[src/rtl/adc_serial_writer.sv]
`default_nettype none
// ============================================================================
// Module   : adc_serial_writer
// Purpose  : Parallel-to-serial word transmitter framed by cs_n and a divided
//            sclk; shifts MSB first on sdo with an optional leading 0 bit.
//            Optional parity bit: define ADC_WRITER_PARITY_EN.
// Revision : 1.0 - initial release
// ============================================================================
module adc_serial_writer #(
  parameter int DATLEN    = 12,
  parameter int CLKDIV    = 2,
  parameter int LEAD_ZERO = 1
) (
  input  logic              clk,
  input  logic              rst_n,
  input  logic [DATLEN-1:0] data,
  input  logic              valid,
  output logic              ready,
  output logic              sclk,
  output logic              cs_n,
  output logic              sdo,
  output logic              done
);

`ifdef ADC_WRITER_PARITY_EN
  localparam int c_PAR_BITS = 1;
`else
  localparam int c_PAR_BITS = 0;
`endif
  localparam int c_NB   = DATLEN + LEAD_ZERO + c_PAR_BITS;
  localparam int c_BCW  = $clog2(c_NB + 1);
  localparam int c_DIVW = (CLKDIV > 1) ? $clog2(CLKDIV) : 1;
  localparam int c_GAPW = $clog2(2 * CLKDIV);

  localparam logic [c_BCW-1:0]  c_BIT_FIRST = c_BCW'(c_NB - 1);
  localparam logic [c_DIVW-1:0] c_DIV_LAST  = c_DIVW'(CLKDIV - 1);
  // IDLE is entered one clk before the gap ends so a held valid is taken on time
  localparam logic [c_GAPW-1:0] c_GAP_LAST  = c_GAPW'(2 * CLKDIV - 2);

  typedef enum logic [1:0] {
    ST_IDLE  = 2'd0,
    ST_SHIFT = 2'd1,
    ST_GAP   = 2'd2
  } state_t;

  state_t            r_state,  w_state_nxt;
  logic [c_NB-1:0]   r_shift,  w_shift_nxt;
  logic [c_BCW-1:0]  r_bitcnt, w_bitcnt_nxt;
  logic [c_DIVW-1:0] r_divcnt, w_divcnt_nxt;
  logic [c_GAPW-1:0] r_gapcnt, w_gapcnt_nxt;
  logic              r_sclk,   w_sclk_nxt;
  logic              r_cs_n,   w_cs_n_nxt;
  logic              r_sdo,    w_sdo_nxt;
  logic              r_done,   w_done_nxt;
  logic [c_NB-1:0]   w_frame;

  // Zero-extension to c_NB supplies the lead 0 bit when LEAD_ZERO=1
`ifdef ADC_WRITER_PARITY_EN
  assign w_frame = c_NB'({data, ^data});
`else
  assign w_frame = c_NB'(data);
`endif

  always_ff @(posedge clk or negedge rst_n) begin
    if (!rst_n) begin
      r_state  <= ST_IDLE;
      r_shift  <= '0;
      r_bitcnt <= '0;
      r_divcnt <= '0;
      r_gapcnt <= '0;
      r_sclk   <= 1'b0;
      r_cs_n   <= 1'b1;
      r_sdo    <= 1'b0;
      r_done   <= 1'b0;
    end else begin
      r_state  <= w_state_nxt;
      r_shift  <= w_shift_nxt;
      r_bitcnt <= w_bitcnt_nxt;
      r_divcnt <= w_divcnt_nxt;
      r_gapcnt <= w_gapcnt_nxt;
      r_sclk   <= w_sclk_nxt;
      r_cs_n   <= w_cs_n_nxt;
      r_sdo    <= w_sdo_nxt;
      r_done   <= w_done_nxt;
    end
  end

  always_comb begin
    w_state_nxt  = r_state;
    w_shift_nxt  = r_shift;
    w_bitcnt_nxt = r_bitcnt;
    w_divcnt_nxt = r_divcnt;
    w_gapcnt_nxt = r_gapcnt;
    w_sclk_nxt   = r_sclk;
    w_cs_n_nxt   = r_cs_n;
    w_sdo_nxt    = r_sdo;
    w_done_nxt   = 1'b0;
    case (r_state)
      ST_IDLE: begin
        if (valid) begin
          w_state_nxt  = ST_SHIFT;
          w_shift_nxt  = w_frame << 1;
          w_sdo_nxt    = w_frame[c_NB-1];
          w_sclk_nxt   = 1'b1;
          w_cs_n_nxt   = 1'b0;
          w_bitcnt_nxt = c_BIT_FIRST;
          w_divcnt_nxt = '0;
        end
      end
      ST_SHIFT: begin
        if (r_divcnt != c_DIV_LAST) begin
          w_divcnt_nxt = r_divcnt + 1'b1;
        end else begin
          w_divcnt_nxt = '0;
          if (r_sclk) begin
            w_sclk_nxt = 1'b0;
          end else if (r_bitcnt == '0) begin
            w_state_nxt  = ST_GAP;
            w_cs_n_nxt   = 1'b1;
            w_sdo_nxt    = 1'b0;
            w_done_nxt   = 1'b1;
            w_gapcnt_nxt = '0;
          end else begin
            w_sclk_nxt   = 1'b1;
            w_sdo_nxt    = r_shift[c_NB-1];
            w_shift_nxt  = r_shift << 1;
            w_bitcnt_nxt = r_bitcnt - 1'b1;
          end
        end
      end
      ST_GAP: begin
        if (r_gapcnt == c_GAP_LAST) begin
          w_state_nxt = ST_IDLE;
        end else begin
          w_gapcnt_nxt = r_gapcnt + 1'b1;
        end
      end
      default: w_state_nxt = ST_IDLE;
    endcase
  end

  assign ready = (r_state == ST_IDLE);
  assign sclk  = r_sclk;
  assign cs_n  = r_cs_n;
  assign sdo   = r_sdo;
  assign done  = r_done;

endmodule
`default_nettype wire
[config.mk]
export PLATFORM = sky130hd
export DESIGN_NAME = adc_serial_writer
export DESIGN_NICKNAME = d
export VERILOG_FILES = /design/src/rtl/adc_serial_writer.sv
export SDC_FILE = /design/constraint.sdc
export NUM_CORES = 1
export LEC_CHECK = 0
export BUFFER_PORTS_ARGS = -buffer_cell sky130_fd_sc_hd__buf_2
export CAP_MARGIN = 5
export CORE_AREA = 2 2 53 55
export DETAILED_ROUTE_END_ITERATION = 10
export DIE_AREA = 0 0 55 57
export MAX_ROUTING_LAYER = met4
export PLACE_DENSITY = 0.7
export SKIP_CTS_REPAIR_TIMING = 1
export SLEW_MARGIN = 20
export SYNTH_ARGS = -nofsm -noshare
export SYNTH_HDL_FRONTEND = slang
export SYNTH_SLANG_ARGS = --single-unit
[constraint.sdc]
create_clock -name clk -period 2.1 [get_ports clk]
set_input_delay 0.315 -clock clk [delete_from_list [all_inputs] [get_ports clk]]
set_output_delay 0.315 -clock clk [all_outputs]
set_load 0.05 [all_outputs]
==> results.py <==
metrics = {
    "status": {
        "status": "completed",
    },
    "detailed_routing": {
        "dr.pass1.iters": 4,
        "dr.first_iter.drc_count": 12,
        "finalWirelength_mm": 2.69,
        "vias_per_cell": 6.05,
        "drc": 0,
        "via_count": 1010,
        "wire_per_inst_um": 16.1,
        "drtAntennaViolNets": 0,
    },
    "timing": {
        "tightest_slew_ps": 566,
        "fmax_ghz": 0.558,
        "setup_viol": 0,
        "hold_viol_final": 0,
        "maxSlewViolCount": 0,
        "relSlewSlack": 0.623,
        "rsz0062_at_grt": "false",
        "fin_crit_sh": 0.853,
        "fin_crit_ps": 1790,
        "finalSetupTns_ps": 0,
        "clock_skew_ps": 1.03,
    },
    "worst_setup_path": {
        "worst_path_max_delay_cell": "dfrtp_1",
        "endpoint_kind": "register",
        "crit_arrival_ps": 2050,
        "path_cells": "nand4bb_1, a21oi_4, buf_4, a2bb2oi_1",
        "critPathRequiredTime_ps": 2360,
        "crit_type": "register to register",
        "worstSetupStartpointType": "register",
        "cpPeakStageDelay_ps": 720,
        "path_max_fanout": 21,
    },
    "synth": {
        "ys_seq_area_frac": 0.473,
        "avgSynthCellArea_um2": 11.3,
        "synth.distinct_cells": 37,
        "yosys_warnings": 0,
        "synth-seq-cells": 25,
        "syn_inst": 117,
        "synth_top_area_cell": "dfrtp_1",
        "yosysTopAreaCellShare": 0.453,
        "synthTopCellsByArea": "dfrtp_1 (45%), a2bb2oi_2 (7.9%), o22ai_1 (6.1%), or3b_1 (5.3%), or3b_2 (3.3%)",
        "netlist_area_um2": 1330,
        "synth_nets": 134,
    },
    "floorplanning": {
        "die_w_um": 55,
        "fp.dieH_um": 57,
        "start_util": 0.507,
        "io_pins": 20,
        "coreArea_um2": 2620,
        "rows": 19,
        "die_area_um2": 3140,
    },
    "clocking": {
        "insertion_delay_ps": 320,
        "numCtsBuffers": 3,
        "cts_tree": "built",
        "clock-sinks": 25,
        "clk_pin_slew_ps": 140,
        "clockBufferDepth": 2,
        "h-tree-depth": 1,
        "clockRootBuffer": "clkbuf_4",
    },
    "global_routing": {
        "grt_antenna_before_repair": 0,
        "overflow": 0,
        "grt_max_degree": 26,
        "track_usage": 0.213,
        "grt_pass1_wl_mm": 4.80,
        "grt_pass1_vias": 1031,
    },
    "cells_and_area": {
        "final_common_cell": "dfrtp_1",
        "drive_gt1_frac": 0.324,
        "final_cell_mix": "dfrtp_1 (24), buf_2 (19), o22ai_1 (13), or3b_1 (8)",
        "final_area_um2": 1470,
        "n_fill_cell": 232,
        "instances_no_fill": 167,
        "antennaDiodeCount": 0,
        "syn2layout_area_growth_pct": 11.1,
        "nets": 154,
    },
    "power_and_ir_drop": {
        "power.density_nw_per_um2": 1770,
        "peakVddDrop_uv": 1090,
        "leakage_nw": 0.634,
    },
    "min_path": {
        "hold_class": "input port to register",
    },
    "place": {
        "placed_cells": 162,
        "placed_area_um2": 1440,
        "place_congestion": 0.820,
        "io_buffers": 19,
        "dp_hpwl_mm": 1.82,
    },
    "run": {
        "cap_violations": 0,
    },
}
[cell type report]
| cell class | instances | area [µm²] | share of cell area |
|---|---|---|---|
| Multi-Input combinational cell | 77 | 623 | 0.423 |
| Clock buffer | 3 | 22.5 | 0.0153 |
| Timing Repair Buffer | 24 | 135 | 0.0917 |
| Clock inverter | 1 | 5.00 | 0.00340 |
| Inverter | 6 | 22.5 | 0.0153 |
| Sequential cell | 25 | 627 | 0.425 |
| Tap cell | 31 | 38.8 | 0.0263 |
[per-stage QoR]
stage,setup WS [ps],power [W],hold WS [ps],utilization
3_5_place_dp,352,0.00240,338,0.549
2_1_floorplan,180,0.00210,19.4,-
4_1_cts,319,0.00263,-33.9,0.560
6_report,308,0.00261,237,0.564
5_1_grt,136,0.00285,238,0.564
3_3_place_gp,346,0.00236,330,0.549
[sequential cells by signal, indices dropped and copies added, names as in the netlist]
| name | flops |
|---|---|
| cs_n | 1 |
| sdo | 1 |
| r_shift | 12 |
| r_gapcnt | 2 |
| r_divcnt | 1 |
| sclk | 1 |
| done | 1 |
| r_bitcnt | 4 |
| r_state | 2 |
[cell families (layout without fill, tap and decap cells)]
group / after synthesis / count (layout) / synth area share
AO/OA/AOI/OAI: 42 / 42 / 0.268
AND/OR/NAND/NOR: 32 / 32 / 0.175
flip-flops: 25 / 25 / 0.473
buffers and inverters: 15 / 34 / 0.0575
adder cells (fa/ha/maj): 2 / 2 / 0.0189
multiplexers: 1 / 1 / 0.00755
[power by group]
| group | internal, W | leakage (nW) | total, W | switching [W] |
|---|---|---|---|---|
| Combinational | 0.000707 | 0.328 | 0.00149 | 0.000787 |
| Clock | 0.0000715 | 0.0177 | 0.000224 | 0.000153 |
| Sequential | 0.000690 | 0.288 | 0.000896 | 0.000205 |
| Total | 0.00147 | 0.634 | 0.00261 | 0.00115 |
[synth_stat cells]
cell and n:
nor3_1 1, buf_6 2, o221ai_1 1, a2bb2oi_2 7, o21ai_0 3, inv_1 6, mux2i_1 1, nand3_1 1
ha_1 2, dfstp_2 1, a2bb2oi_1 4, o21bai_1 1, a31oi_1 1, o32ai_1 1, and2b_1 1, and4bb_2 2
nand2_1 7, or3b_1 8, nor3b_1 1, a21o_1 1, buf_2 4, a21oi_4 1, nor2_1 2, o41ai_1 1
or3b_4 1, nand4bb_1 1, a211o_1 1, nand2b_1 1, o31ai_1 1, a21oi_1 4, clkbuf_1 3, dfrtp_1 24
o22ai_1 13, a32o_1 1, or3b_2 5, and3_1 1, a22o_1 1
[final timing paths]
check / startpoint / slack [ps] / end / depth (start not counted)
min in group asynchronous: rst_n / 500 / r_divcnt / 2
worst min-delay path: data[0] / 240 / r_shift[1] / 3
max in group asynchronous: rst_n / 1230 / cs_n / 2
worst max register to register: r_state[0] / 310 / r_shift[4] / 4
worst min register to register: r_gapcnt[0] / 500 / r_gapcnt[0] / 1
worst max-delay path: r_state[0] / 310 / r_shift[4] / 4
[critical path, delay by kind of cell, from the launching register on]
family | cells | cell delay (ps)
AO/OA/AOI/OAI | 2 | 420
buffers and inverters | 1 | 240
flip-flops | 1 | 720
AND/OR/NAND/NOR | 1 | 350
[metal layers]
metal  wire [µm]  up-vias  GRT usage
met2        1260       17      0.308
li1            -      485          -
met1        1280      501      0.303
met5           0        -          -
met3          89        7     0.0288
met4          57        0     0.0801
(Power assumes the default switching activity.)
